===== src/rtl/clock_set_controller_pkg.sv =====
// Shared encodings, field layout and range helpers for the clock/date setting sequencer.
package clock_set_controller_pkg;

  localparam int TIME_W = 17;
  localparam int DATE_W = 21;

  // Bit positions inside the packed time {hour,min,sec} and date {day,month,year} words
  localparam int HOUR_LSB  = 12;
  localparam int MIN_LSB   = 6;
  localparam int SEC_LSB   = 0;
  localparam int DAY_LSB   = 16;
  localparam int MONTH_LSB = 12;
  localparam int YEAR_LSB  = 0;

  localparam logic [5:0] HOUR_MAX  = 6'd23;
  localparam logic [5:0] MIN_MAX   = 6'd59;
  localparam logic [5:0] SEC_MAX   = 6'd59;
  localparam logic [3:0] MONTH_MAX = 4'd12;

  localparam logic [DATE_W-1:0] DATE_RST = {5'd1, 4'd1, 12'd0};

  typedef enum logic [2:0] {
    FLD_HOUR  = 3'd0,
    FLD_MIN   = 3'd1,
    FLD_SEC   = 3'd2,
    FLD_DAY   = 3'd3,
    FLD_MONTH = 3'd4,
    FLD_YEAR  = 3'd5
  } field_e;

  typedef enum logic [1:0] {
    ST_IDLE   = 2'd0,
    ST_EDIT   = 2'd1,
    ST_COMMIT = 2'd2
  } state_e;

  // Wrapping step for 0..vmax fields; anything above vmax normalises to 0.
  function automatic logic [5:0] step_hms(input logic [5:0] v, input logic [5:0] vmax,
                                          input logic up);
    logic [5:0] r;
    if (v > vmax)    r = 6'd0;
    else if (up)     r = (v == vmax) ? 6'd0 : v + 6'd1;
    else             r = (v == 6'd0) ? vmax : v - 6'd1;
    return r;
  endfunction

  // Wrapping step for 1..dim day-of-month; day 0 normalises to 1.
  function automatic logic [4:0] step_day(input logic [4:0] d, input logic [4:0] dim,
                                          input logic up);
    logic [4:0] r;
    if (d == 5'd0)   r = 5'd1;
    else if (up)     r = (d >= dim) ? 5'd1 : d + 5'd1;
    else if (d == 5'd1) r = dim;
    else             r = (d > dim) ? dim : d - 5'd1;
    return r;
  endfunction

  function automatic logic [3:0] step_month(input logic [3:0] m, input logic up);
    logic [3:0] r;
    if (m == 4'd0)   r = 4'd1;
    else if (up)     r = (m >= MONTH_MAX) ? 4'd1 : m + 4'd1;
    else if (m == 4'd1) r = MONTH_MAX;
    else             r = (m > MONTH_MAX) ? MONTH_MAX : m - 4'd1;
    return r;
  endfunction

endpackage


===== src/rtl/clock_set_controller_month_length.sv =====
// Days in a month for a given Gregorian year; pure combinational, shared with the calendar counter.
module month_length (
  input  logic [3:0]  month,
  input  logic [11:0] year,
  output logic [4:0]  dim
);

  logic leap;

  always_comb begin
    leap = (year[1:0] == 2'b00) &&
           (((year % 12'd100) != 12'd0) || ((year % 12'd400) == 12'd0));
    case (month)
      4'd4, 4'd6, 4'd9, 4'd11: dim = 5'd30;
      4'd2:                    dim = leap ? 5'd29 : 5'd28;
      default:                 dim = 5'd31;
    endcase
  end

endmodule


===== src/rtl/clock_set_controller.sv =====
// Button-driven editor for the running time/date; commits the edited values with overwrite strobes.
module clock_set_controller
  import clock_set_controller_pkg::*;
#(
  parameter int unsigned OW_CYCLES    = 4,
  parameter int unsigned EDIT_TIMEOUT = 100000000
) (
  input  logic              clk,
  input  logic              rst,
  input  logic              edit_btn,
  input  logic              next_btn,
  input  logic              inc_btn,
  input  logic              dec_btn,
  input  logic [TIME_W-1:0] time_cur,
  input  logic [DATE_W-1:0] date_cur,
  output logic [TIME_W-1:0] time_set,
  output logic [DATE_W-1:0] date_set,
  output logic              time_ow,
  output logic              date_ow,
  output logic              editing,
  output logic [2:0]        field
);

  localparam int TMO_W = $clog2(EDIT_TIMEOUT + 1);
  localparam int OW_W  = $clog2(OW_CYCLES + 1);
  localparam logic [TMO_W-1:0] TMO_LAST = TMO_W'(EDIT_TIMEOUT - 1);
  localparam logic [OW_W-1:0]  OW_LAST  = OW_W'(OW_CYCLES - 1);

  state_e              state_q, state_d;
  field_e              field_q, field_d;
  logic [TIME_W-1:0]   time_q, time_d, time_edit;
  logic [DATE_W-1:0]   date_q, date_d, date_edit;
  logic [TMO_W-1:0]    tmo_q, tmo_d;
  logic [OW_W-1:0]     ow_q, ow_d;

  logic [4:0]  hour_cur, day_cur, dim_cur, dim_new;
  logic [5:0]  min_cur, sec_cur, hms_step;
  logic [3:0]  mon_cur, mon_new;
  logic [11:0] yr_cur, yr_new;

  assign hour_cur = time_q[HOUR_LSB +: 5];
  assign min_cur  = time_q[MIN_LSB +: 6];
  assign sec_cur  = time_q[SEC_LSB +: 6];
  assign day_cur  = date_q[DAY_LSB +: 5];
  assign mon_cur  = date_q[MONTH_LSB +: 4];
  assign yr_cur   = date_q[YEAR_LSB +: 12];

  // Candidate month/year after this cycle's step, so the day clamp uses the new calendar.
  assign mon_new = (field_q == FLD_MONTH) ? step_month(mon_cur, inc_btn) : mon_cur;
  assign yr_new  = (field_q == FLD_YEAR) ? (inc_btn ? yr_cur + 12'd1 : yr_cur - 12'd1)
                                         : yr_cur;

  month_length u_dim_cur (.month(mon_cur), .year(yr_cur), .dim(dim_cur));
  month_length u_dim_new (.month(mon_new), .year(yr_new), .dim(dim_new));

  always_comb begin
    time_edit = time_q;
    date_edit = date_q;
    hms_step  = 6'd0;
    case (field_q)
      FLD_HOUR: begin
        hms_step = step_hms({1'b0, hour_cur}, HOUR_MAX, inc_btn);
        time_edit[HOUR_LSB +: 5] = hms_step[4:0];
      end
      FLD_MIN:  time_edit[MIN_LSB +: 6] = step_hms(min_cur, MIN_MAX, inc_btn);
      FLD_SEC:  time_edit[SEC_LSB +: 6] = step_hms(sec_cur, SEC_MAX, inc_btn);
      FLD_DAY:  date_edit[DAY_LSB +: 5] = step_day(day_cur, dim_cur, inc_btn);
      FLD_MONTH, FLD_YEAR: begin
        date_edit[MONTH_LSB +: 4] = mon_new;
        date_edit[YEAR_LSB +: 12] = yr_new;
        if (day_cur > dim_new) date_edit[DAY_LSB +: 5] = dim_new;
      end
      default: ;
    endcase
  end

  always_comb begin
    state_d = state_q;
    field_d = field_q;
    time_d  = time_q;
    date_d  = date_q;
    tmo_d   = tmo_q;
    ow_d    = ow_q;
    case (state_q)
      ST_IDLE: begin
        tmo_d = '0;
        ow_d  = '0;
        if (edit_btn) begin
          time_d  = time_cur;
          date_d  = date_cur;
          field_d = FLD_HOUR;
          state_d = ST_EDIT;
        end
      end
      ST_EDIT: begin
        if (edit_btn) begin
          state_d = ST_IDLE;
          field_d = FLD_HOUR;
          tmo_d   = '0;
        end else if (next_btn) begin
          tmo_d = '0;
          if (field_q == FLD_YEAR) begin
            state_d = ST_COMMIT;
            field_d = FLD_HOUR;
            ow_d    = '0;
          end else begin
            field_d = field_e'(field_q + 3'd1);
          end
        end else if (inc_btn || dec_btn) begin
          tmo_d = '0;
          if (inc_btn != dec_btn) begin
            time_d = time_edit;
            date_d = date_edit;
          end
        end else if (tmo_q == TMO_LAST) begin
          state_d = ST_IDLE;
          field_d = FLD_HOUR;
          tmo_d   = '0;
        end else begin
          tmo_d = tmo_q + 1'b1;
        end
      end
      ST_COMMIT: begin
        if (ow_q == OW_LAST) begin
          state_d = ST_IDLE;
          ow_d    = '0;
        end else begin
          ow_d = ow_q + 1'b1;
        end
      end
      default: state_d = ST_IDLE;
    endcase
  end

  always_ff @(posedge clk or posedge rst) begin
    if (rst) begin
      state_q <= ST_IDLE;
      field_q <= FLD_HOUR;
      time_q  <= '0;
      date_q  <= DATE_RST;
      tmo_q   <= '0;
      ow_q    <= '0;
    end else begin
      state_q <= state_d;
      field_q <= field_d;
      time_q  <= time_d;
      date_q  <= date_d;
      tmo_q   <= tmo_d;
      ow_q    <= ow_d;
    end
  end

  // Strobes and mode flag come straight from the state register, so reset drops them at once.
  assign time_set = time_q;
  assign date_set = date_q;
  assign time_ow  = (state_q == ST_COMMIT);
  assign date_ow  = (state_q == ST_COMMIT);
  assign editing  = (state_q == ST_EDIT);
  assign field    = field_q;

endmodule


===== config.mk =====
export PLATFORM = sky130hd
export DESIGN_NAME = clock_set_controller
export DESIGN_NICKNAME = d
export VERILOG_FILES = /design/src/rtl/clock_set_controller_pkg.sv /design/src/rtl/clock_set_controller_month_length.sv /design/src/rtl/clock_set_controller.sv
export SDC_FILE = /design/constraint.sdc
export NUM_CORES = 1
export LEC_CHECK = 0
export ABC_CLOCK_PERIOD_IN_PS = 6250
export BUFFER_PORTS_ARGS = -buffer_cell sky130_fd_sc_hd__clkbuf_2
export CAP_MARGIN = 20
export CORE_MARGIN = 4
export CORE_UTILIZATION = 50
export CTS_BUF_LIST = sky130_fd_sc_hd__clkbuf_4
export DETAILED_ROUTE_END_ITERATION = 10
export PLACE_DENSITY = 0.72
export SLEW_MARGIN = 20
export SYNTH_ARGS = -nofsm -noshare
export SYNTH_HDL_FRONTEND = slang
export SYNTH_SLANG_ARGS = --single-unit

===== constraint.sdc =====
create_clock -name clk -period 6.25 [get_ports clk]
set_input_delay 0.625 -clock clk [delete_from_list [all_inputs] [get_ports clk]]
set_output_delay 0.625 -clock clk [all_outputs]
set_load 0.005 [all_outputs]

==> results of run 1 <==
## worst min-delay path: stages
cell and delay (ns):
sky130_fd_sc_hd__clkbuf_2 0.08, sky130_fd_sc_hd__nand2_1 0.04, sky130_fd_sc_hd__a31oi_1 0.07
## timing repair
action	4_1_cts	5_1_grt
resized for setup	0	63
endpoints found under the setup margin	0	5
hold endpoints to repair	0	0
setup buffers	0	17
## registers in the layout (all words and copies together) (netlist names)
signal,cells
state_q,2
tmo_q,27
date_set,21
field,3
ow_q,3
time_set,17
## layout make-up
cell class / count / area (um^2)
clock buffer: 10 / 75.1
clock inverter: 6 / 58.8
fill: 1387 / 5670
inverter: 40 / 155
multi-input combinational: 934 / 6230
sequential: 73 / 1830
tap: 216 / 270
timing repair buffer: 231 / 1530
## layer usage
layer / vias up / track usage, %
li1: 4487 / -
met1: 4359 / 39.0
met2: 373 / 41.1
met3: 51 / 2.46
met4: 0 / 7.89
met5: - / 0
## layout by cell type, fill, tap and decap left out, drive strengths merged, types with 13 or more instances in the layout
cell	count
o211ai	28
a31oi	18
a21o	19
clkbuf	97
nand3	46
and2	14
o21ai	92
xnor2	16
dfrtp	71
and3	13
inv	40
buf	144
nor3	37
o31ai	16
ha	31
a211oi	18
xor2	23
nor2	126
o22ai	17
a21oi	120
nand2	114
## power by group through the flow
stage	combinational [mW]	sequential, mW	clock [mW]
6_report	5.23	0.890	0.311
5_1_grt	5.73	0.928	0.338
4_1_cts	4.75	0.877	0.325
3_5_place_dp	4.73	0.888	0
3_3_place_gp	4.67	0.883	0
2_1_floorplan	3.32	0.780	0
## cell families (layout without fill, tap and decap cells)
group / count (synthesis) / after routing
adder cells (fa/ha/maj): 33 / 33
multiplexers: 18 / 18
AO/OA/AOI/OAI: 423 / 423
AND/OR/NAND/NOR: 421 / 421
buffers and inverters: 104 / 287
XOR/XNOR: 39 / 39
flip-flops: 73 / 73
## stage by stage
stage / setup WS, ns / cells
2_1_floorplan: 0.0104 / 1111
3_3_place_gp: -0.326 / 1477
3_5_place_dp: -0.475 / 1477
4_1_cts: 0.0107 / 1493
5_1_grt: -0.169 / 1510
6_report: 0.0475 / 1510
## path summary, 6_finish.rpt
kind / endpoint / from
worst max-delay path: date_set[16] / date_set[1]
worst min-delay path: time_set[12] / time_cur[12]
worst max register to register: date_set[16] / date_set[1]
worst min register to register: tmo_q[5] / tmo_q[5]
max in group asynchronous: date_set[1] / rst
min in group asynchronous: time_set[11] / rst
==> results.txt, run 1 <==
The tools report the met3 wire length as 1510 um. The region available for standard cell placement spans 15,800 um^2. The global-route usage over all layers is 26.4%, and the routed wirelength normalized by instance count is 16.7 um. The run gives 6.43 mW as the total chip power. The hold violation total from the final report was 0. The final standard cell utilization of the core is 64.2%, and the clock period minus worst slack is 6.20 ns. Critical path capture point type: a flip-flop. The tools report the worst max-slew margin expressed relative to the limit as 36.1%. The power per standard cell area works out to 633 nW/um^2. In this run the top signal layer used is met4.

The multiplexer area fraction after synthesis was 2.33%. The logs give 93 for the count of distinct cell types in the synthesized netlist and 1.01 for the placer's final routability congestion estimate. Number of clock sinks: 73.

The first global-routing pass estimated 40,400 um of wire. In this run the worst hold path is classified as in2reg. Dividing the detail-routed via count by the number of cells gives 6.14. The insertion delay of the later-clocked pin in the worst-skew pair came out at 0.46 ns. The count of buffers added on input and output ports is 87.

The share of total power in the clock network was 4.8%; the reported net switching power was 3.32 mW. In this run, CTS created clock tree buffers numbering 9. The smallest hold slack is 0.384 ns. The logs give 88 for the top-level port count and 282 uV for the peak ir drop on the vdd network.

Across all layers, the routed design uses 9,270 vias. The register-to-register setup slack is 0.05 ns. Setup repair after global routing could not meet its margin everywhere.

The detailed-router iteration count before antenna repair came out at 5. For the internal power consumption, the log shows 3.11 mW. The flow ran to the end, and the final reports show no timing, DRC or antenna violations.

The routed design uses 11,600 um of met2 wire. After synthesis the netlist holds a flip-flop and latch count of 73. After layout, the worst path uses 99.2% of the clock period.

Yosys attributes the largest share of cell area to sky130_fd_sc_hd__dfrtp_1 22%, sky130_fd_sc_hd__a21oi_1 7.2%, sky130_fd_sc_hd__nor2_1 5.8%. The synthesized netlist devotes 35.7% of its cell area to compound gates. Once detailed placement completed, the half-perimeter wirelength came to 18,200 um.

The logs give 50.9% for the initial core utilization and 74 for the maximum number of pins on one net before global-route repair. For the worst setup path, the data required time is 6.65 ns. Sequential cells burn 13.8% of the power. Per report_power, the combinational group accounts for 81.3% of the total. The fraction of final layout cells with drive strength greater than 1 is 26.3%.

The maximum buffer depth of the clock tree is 2, and the async set or reset register ratio after synthesis is 100%. Summing all placed instances gives a cell area of 9570 um^2. In the routed design, unresolved DRC markers number 0. For this run, the number of Yosys warnings is 0.

Synthesis produced 1,111 cells. The number of buffers and inverters on the critical path was 4. At the end of the flow, the number of nets in the layout was 1,365.

The worst hold path was traced through 3 stages. The maximum fanout along the worst path is 7. On the final layout, the worst clock skew is 0.0167 ns. The library cell used as clock root buffer was sky130_fd_sc_hd__clkbuf_4. The type of the worst setup path is reg2reg.

On the worst path, the slowest cell contributes a delay of 0.47 ns. The area share of the leading cell type in the synthesized netlist is 22.0%. The library cell with the highest instance count after synthesis was sky130_fd_sc_hd__nor2_1. The arithmetic-cell share of the synthesized area counting full adders, half adders and majority gates was 5.18%. The die covers 18,200 um^2. TritonCTS built the clock tree. For the total nets after synthesis, the log shows 1,187. For this block, the initial DRC count from the detailed router was 798. Across the run, the number of max-cap violations was 0.

Of the total synthesized cell area, the portion taken by AND, OR, NAND and NOR gates is 24.8%. The die boundary height is 135 um. The die is 135 um wide. Critical path's slowest cell: sky130_fd_sc_hd__dfrtp_2. The xor/xnor share of the synthesized area came out at 4.24%. Wires add up to 25,200 um. The cell count along the critical path is 29. 0 antenna diodes ended up in the layout. The number of enable flip-flop cells after synthesis is 0, and the global route total overflow is 0. The switching fraction of total power is 51.6%, and the portion of the post-synthesis area used by sequential elements is 22.7%.

The final instance area is 10,200 um^2. By area, the combinational part of the netlist is dominated by compound AO/OA/AOI/OAI gates. The number of hold buffers added after CTS was 0. The final sum of negative setup slack was 0 ns; the number of global-route vias before repair was 8,173.

Data on the critical path arrives at its endpoint at 6.60 ns. The worst setup path is launched from a flip-flop. The synthesized design spends more area on one cell type than any other, namely sky130_fd_sc_hd__dfrtp_1. The number of cells on the worst reg-to-reg path is 29.

The total number of placement rows was 46; the leakage component of the power was 4.36 nW. In this run the remaining antenna-violating nets after routing total 0. The tools report the met1 wire length as 11,500 um. Relative to the synthesized area, the layout overhead comes to 26.0%. Counting instances in the post-synthesis netlist gives the leading cell types as 125 x sky130_fd_sc_hd__nor2_1, 116 x sky130_fd_sc_hd__a21oi_1, 114 x sky130_fd_sc_hd__nand2_1. In this run the mean area of a mapped cell was 7.26 um^2.

Level count of the clock H-tree: 3. The max-slew violation count is 0. The clock transition time at the flip-flop clock pins of the worst setup and hold paths is 0.14 ns. The most common cell type on the critical path was sky130_fd_sc_hd__buf_4. Initial antenna violation count: 0. Timing would allow up to 161 MHz. Setup violations remaining at the end of the flow were counted as 0. The actual slew at the worst max-slew pin came out at 0.959 ns. Among all flip-flop cells after synthesis, the most frequent one is sky130_fd_sc_hd__dfrtp_1. The mapped netlist covers 8060 um^2. Gate family responsible for the most delay along the worst path: compound AO/OA/AOI/OAI gates.
Power figures use the tool's default switching activity.
==> run 2, diff against run 1 <==
==> constraint.sdc (replaced) <==
create_clock -name clk -period 6.25 [get_ports clk]
set_input_delay 0.3125 -clock clk [delete_from_list [all_inputs] [get_ports clk]]
set_output_delay 0.3125 -clock clk [all_outputs]
set_load 0.005 [all_outputs]
==> results.txt, run 2 (same netlist as run 1, synthesis figures left out) <==
The worst path needs 6.19 ns of the cycle, external delays included. In this run the deepest clock path goes through 2 buffers. Net switching is 52.3% of the power. The most common library cell in the layout ignoring fill and taps was sky130_fd_sc_hd__buf_4.

For the reported net switching power, the log shows 3.37 mW. At the placement stage, the worst setup path has a slack of -0.279 ns. Counting the buffers created by CTS gives 9. The core region is 15,800 um^2. The first global-routing pass estimated 40,100 um of wire. The worst setup path is launched from a flip-flop. The floorplan step defined a die boundary enclosing 18,200 um^2.

The minimum setup slack in the final design came out at 0.0624 ns. Setup repair after global routing could not meet its margin everywhere. The hold violation total from the final report was 0. The overall die width is 135 um.

After the last flow step, the layout net total stands at 1,358. The clock net in this run drives a total of 73 sinks. The max-slew violation count was 0; the internal power consumption was 3.07 mW. The number of routed nets with antenna violations was 0; the peak clock frequency supported by timing was 162 MHz. The final standard cell utilization of the core came out at 64.0%. Setup violations remaining at the end of the flow were counted as 0. Global-route usage over all layers: 26.3%. The max-cap check violation count is 0, and the power per standard cell area is 635 nW/um^2.

The most common cell type on the critical path was sky130_fd_sc_hd__buf_4. The run finished with clean final reports. Clock-pin slew was measured on the worst setup and hold paths at 0.13 ns. The total via count after detailed routing was 9,149; the routed wirelength normalized by instance count was 16.9 um. Leaving out fill and tap cells, the most frequent cells in the layout are 133 x sky130_fd_sc_hd__buf_4, 120 x sky130_fd_sc_hd__nor2_1, 110 x sky130_fd_sc_hd__nand2_1, 110 x sky130_fd_sc_hd__a21oi_1, 87 x sky130_fd_sc_hd__clkbuf_2. The number of global-route vias before repair is 8,167, and the total number of placement rows is 46. After global routing the overflow that remains totals 0.

Once layout is done, the placed cells without fillers occupy 10,100 um^2. The largest single stage delay on the critical path is 0.44 ns. For the share of total power in the clock network, the log shows 4.8%. The routed via count divided by cell count was 6.09; the initial DRC count was 701. The tools report the insertion delay of the later-clocked pin in the worst-skew pair as 0.48 ns. TritonCTS built the clock tree. Detailed placement finished with a half-perimeter wire length of 18,500 um.

Top-level port count: 88. Relative area change from synthesis to final layout: 25.7%. The type of the worst setup path was reg2reg. 0 antenna diodes ended up in the layout. For this design the static power due to leakage is 4.34 nW.

Entering global routing, the biggest net connects 74 pins. The number of fill cells in the layout is 1,417. Register with the most flip-flops: tmo_q. After detailed routing, the total wire length is 25,300 um. Actual slew at the worst max-slew pin: 0.950 ns.

The initial core utilization is 50.9%. The first detailed-routing pass ran for 5 iterations. IR analysis of the VDD net gives a maximum drop of 350 uV. During placement, the flow inserted port buffers numbering 87.

The critical path's slowest cell was sky130_fd_sc_hd__dfrtp_1. The worst max-slew margin expressed relative to the limit is 36.6%, and the required time of the worst setup path is 6.63 ns. Initial antenna violation count: 0. The maximum fanout along the worst path was 6. The data arrival at the endpoint of the critical path was 6.57 ns; the sequential group share of total power was 13.8%. STA classifies the critical path endpoint as a flip-flop.

The congestion estimate from routability-driven global placement came to 0.934. The register with the most flip-flops in the layout has 27 of them. The library cell used as clock root buffer is sky130_fd_sc_hd__clkbuf_4. Fraction of final layout cells with drive strength greater than 1: 26.9%. Power comes to 6.44 mW. The logs give 0 for the hold buffer count at cts and 9450 um^2 for the total cell area at the placement stage. In the routed design, unresolved DRC markers number 0.

Hold is met by 0.0776 ns. For the power share of the combinational group, the log shows 81.4%. The fraction of the cycle the final worst path needs is 99.0%, and the level count of the clock H-tree is 3. The worst-case clock skew is 0.0207 ns.

Worst min-delay path category: in2reg. In this run the vertical extent of the chip is 135 um.
-- run 2: per-layer routing --
metal,vias to the layer above,wire [um],GRT usage [%]
met5,-,0,0
met4,0,612,7.78
met3,60,1100,2.61
met2,282,12100,43.1
met1,4348,11500,37.1
li1,4459,-,-
-- run 2: worst paths after layout --
check / from / to / slack, ns / cells after the start
worst max-delay path: date_set[0] / date_set[20] / 0.06 / 26
worst min-delay path: time_cur[12] / time_set[12] / 0.08 / 3
worst max register to register: date_set[0] / date_set[20] / 0.06 / 26
worst min register to register: tmo_q[26] / tmo_q[26] / 0.48 / 1
max in group asynchronous: rst / date_set[9] / 5.53 / 3
min in group asynchronous: rst / time_set[12] / 0.11 / 3
-- run 2: power groups by stage --
stage	sequential [mW]	combinational, mW	clock (mW)
floorplan	0.779	3.24	0
global placement	0.876	4.58	0
detailed placement	0.877	4.63	0
CTS	0.868	4.68	0.317
global route	0.920	5.70	0.334
finish	0.889	5.24	0.309
-- run 2: repair_timing --
action	CTS	global route
gates resized for setup	6	83
pin swaps	3	31
buffers inserted	2	11
endpoints found under the setup margin	4	5
-- run 2: worst max-delay path, delay by kind of cell, from the launching register on --
| family | cells | cell delay [ns] |
|---|---|---|
| compound gates | 14 | 3.08 |
| simple gates | 3 | 0.54 |
| buf+inv | 4 | 0.61 |
| xor+xnor | 1 | 0.13 |
| mux | 2 | 0.54 |
| flops | 1 | 0.44 |
| fa+ha+maj | 2 | 0.76 |
-- run 2: area by class of cell --
| cell class | instances | area [um^2] | area share, % |
|---|---|---|---|
| sequential | 73 | 1830 | 18.1 |
| inverter | 40 | 150 | 1.48 |
| clock buffer | 9 | 67.6 | 0.667 |
| tap | 216 | 270 | 2.67 |
| clock inverter | 6 | 67.6 | 0.667 |
| timing repair buffer | 224 | 1490 | 14.7 |
| multi-input combinational | 934 | 6260 | 61.8 |
-- run 2: metrics by stage --
stage                     instances  TNS, ns
final                          1502        0
after global routing           1502   -0.946
after CTS                      1491        0
after detailed placement       1474    -1.13
after global placement         1474    -1.00
after floorplan                1111        0
==> run 3, diff against run 2 <==
--- a/config.mk
+++ b/config.mk
@@ -6,13 +6,14 @@
 export NUM_CORES = 1
 export LEC_CHECK = 0
 export ABC_CLOCK_PERIOD_IN_PS = 6250
-export BUFFER_PORTS_ARGS = -buffer_cell sky130_fd_sc_hd__clkbuf_2
 export CAP_MARGIN = 20
 export CORE_MARGIN = 4
 export CORE_UTILIZATION = 50
 export CTS_BUF_LIST = sky130_fd_sc_hd__clkbuf_4
 export DETAILED_ROUTE_END_ITERATION = 10
-export PLACE_DENSITY = 0.72
+export DONT_BUFFER_PORTS = 1
+export PLACE_DENSITY = 0.68
+export RECOVER_POWER = 25
 export SLEW_MARGIN = 20
 export SYNTH_ARGS = -nofsm -noshare
 export SYNTH_HDL_FRONTEND = slang
==> results.txt, run 3 (same netlist as run 1, synthesis figures left out) <==
The critical path ends at date_set[18]. The placer's final routability congestion estimate was 0.988. Summed over all nets, the half-perimeter wirelength after detailed placement is 17,800 um. Of the cells placed in the final design, the portion with a size suffix greater than 1 is 23.0%. The max-slew violation count was 74; the smallest hold slack was 0.0294 ns. The number of remaining DRC errors is 0, and the antenna diode count is 0. STA classifies the critical path endpoint as a flip-flop. Counting both buffers and inverters, the worst setup path holds a total of 7. The tools report the final net count as 1,281. The total via count after detailed routing is 8,857. The analysis attributes to net switching a power of 3.42 mW. For the finished layout, the period the worst path requires is 6.25 ns. The first global-routing pass estimated 39,800 um of wire. The worst hold path passes through 2 cells. STA puts the critical path data arrival time at 6.62 ns. Number of global-route vias before repair: 8,053.

The logs give 0 for the global route total overflow and 641 for the initial DRC count. The worst-case IR drop observed on VDD is 301 uV. In this run the critical register-to-register path is captured at date_set[18].

Port buffering added 0 buffers. The area growth from synthesis to layout is 23.0%. STA classifies the critical path startpoint as a flip-flop. The run gives 2 as the maximum buffer depth of the clock tree. The level count of the clock H-tree is 3, and the worst stage delay on the critical path is 0.42 ns. For the multi-input gate area in the final layout, the log shows 6370 um^2.

Along the worst path, the maximum fanout reaches 7. The clock transition time at the flip-flop clock pins of the worst setup and hold paths was 0.16 ns; the floorplan core area was 15,800 um^2. The die boundary height is 135 um. After detailed routing, the average wire length per cell comes to 17.7 um. For this configuration, the core starts out at a cell density of 50.9%. The die covers 18,200 um^2. The fraction of the cycle the final worst path needs was 100%. Timing would allow up to 160 MHz.

Setup violations remaining at the end of the flow were counted as 0. Max-cap check violation count: 1. The library cells used most frequently in the layout, excluding fill and tap cells, are 131 x sky130_fd_sc_hd__buf_4, 122 x sky130_fd_sc_hd__nor2_1, 110 x sky130_fd_sc_hd__nand2_1.

TritonCTS built the clock tree. Leaving out fill and tap cells, the most frequent cell in the layout is sky130_fd_sc_hd__buf_4. Flip-flop count of the largest register, all copies and words added: 27. Entering global routing, the biggest net connects 74 pins. The critical path's slowest cell is sky130_fd_sc_hd__dfrtp_1. Initial antenna violation count: 0. For the top-level port count, the log shows 88.

Combinational logic is responsible for 80.9% of the overall power. The die is 135 um wide. The actual slew at the worst max-slew pin was 4.16 ns.

Sequential standard cell area: 1830 um^2. The library cell used as clock root buffer was sky130_fd_sc_hd__clkbuf_4. Most common cell type on the critical path: sky130_fd_sc_hd__buf_4. The worst register-to-register path has a depth of 30. The clock network is responsible for 4.7% of the overall power. The final reports fail on max-capacitance violations, max-slew violations. In this run the power density over the cells is 650 nW/um^2. In this run the number of cells on the critical path is 30.

The beginning of the critical path is date_set[10]. Net switching is 53.2% of the power. The worst-case setup slack after placement came out at -0.430 ns. The number of fill cells in the layout is 1,382. The hold violation total from the final report is 0, and the worst-case clock skew is 0.0291 ns. Broken down by cell family, the worst path's largest delay share belongs to compound AO/OA/AOI/OAI gates.

tmo_q holds more flip-flops than any other register. Number of clock sinks: 73. The total wire length after detailed routing was 25,300 um. Setup repair after global routing could not meet its margin everywhere. Sequential cells account for 14.4% of the total power. The logs give -177% for the worst max-slew margin expressed relative to the limit and 0.00291 ns for the minimum setup slack in the final design. The worst hold path belongs to the class in2reg.

The internal power consumption was 3.02 mW. The number of buffers created by CTS came out at 9. The setup path with the least slack is of type reg2reg. The routed via count divided by cell count is 6.21, and the leakage component of the power is 4.04 nW. The run finished, with violations left. The floorplan has 46 rows.

In this run the remaining antenna-violating nets after routing total 0. The reg-to-reg startpoint was date_set[10]. The logs give 6.62 ns for the required time of the worst setup path and 0.47 ns for the insertion delay of the later-clocked pin in the worst-skew pair.

The detailed-router iteration count before antenna repair was 5; the register-to-register setup slack was 0.003 ns. The global-route usage over all layers was 26.2%.
[run 3: cell count changes in the layout (fill, tap and decap cells not counted), sizes merged]
cell / delta
clkbuf: -86
dlygate4sd3: +5
buf: +4
clkinvlp: +3
bufinv: -1
inv: -1
[run 3: worst min path at each step]
stage           startpoint          end  slack, ns
3_3_place_gp     tmo_q[26]    tmo_q[26]       0.46
6_report       date_cur[4]  date_set[4]       0.03
4_1_cts        time_cur[6]  time_set[6]      0.002
2_1_floorplan    tmo_q[26]    tmo_q[26]       0.44
5_1_grt        time_cur[0]  time_set[0]      0.003
3_5_place_dp     tmo_q[26]    tmo_q[26]       0.47
[run 3: repair_timing]
action | CTS | global route
setup endpoints to repair | 5 | 5
endpoints found under the hold margin | 5 | 0
buffers inserted | 4 | 21
hold buffers | 5 | 0
resized for setup | 13 | 97
pin swaps | 4 | 45
[run 3: worst register-to-register path: cells and delay by family, from the launching register on]
family / cells / cell delay [ns]
compound gates: 17 / 3.27
buf+inv: 7 / 1.06
fa+ha+maj: 2 / 0.68
flops: 1 / 0.42
simple gates: 3 / 0.41
mux: 1 / 0.31
[run 3: metrics by stage]
stage	total power, mW	instances	cell area [um^2]	TNS (ns)	utilization [%]
4_1_cts	5.74	1405	9230	0	58.3
6_report	6.44	1426	9910	0	62.6
3_3_place_gp	5.29	1380	8970	-1.00	56.7
2_1_floorplan	4.01	1111	8070	0	-
5_1_grt	6.98	1426	9910	-0.988	62.6
3_5_place_dp	5.35	1380	8970	-1.69	56.7
[run 3: layout make-up]
type	count	share of cell area (%)
Multi-Input combinational cell	934	64.2
Tap cell	216	2.73
Timing Repair Buffer	147	11.8
Inverter	40	1.57
Sequential cell	73	18.5
Clock inverter	7	0.555
Clock buffer	9	0.682
[run 3: layer usage]
layer | routed length, um | GRT usage, % | vias to the layer above | part of all wire (%)
met4 | 381 | 6.22 | 0 | 1.5
met5 | 0 | 0 | - | 0
li1 | - | - | 4314 | -
met2 | 12100 | 42.8 | 303 | 48
met1 | 10900 | 35.1 | 4204 | 43
met3 | 1910 | 6.45 | 36 | 7.5
[run 3: power by group through the flow]
stage,combinational (mW),sequential [mW],clock (mW)
after floorplan,3.24,0.779,0
after global placement,4.37,0.920,0
after detailed placement,4.42,0.926,0
after CTS,4.51,0.915,0.314
after global routing,5.69,0.960,0.333
final,5.21,0.927,0.303
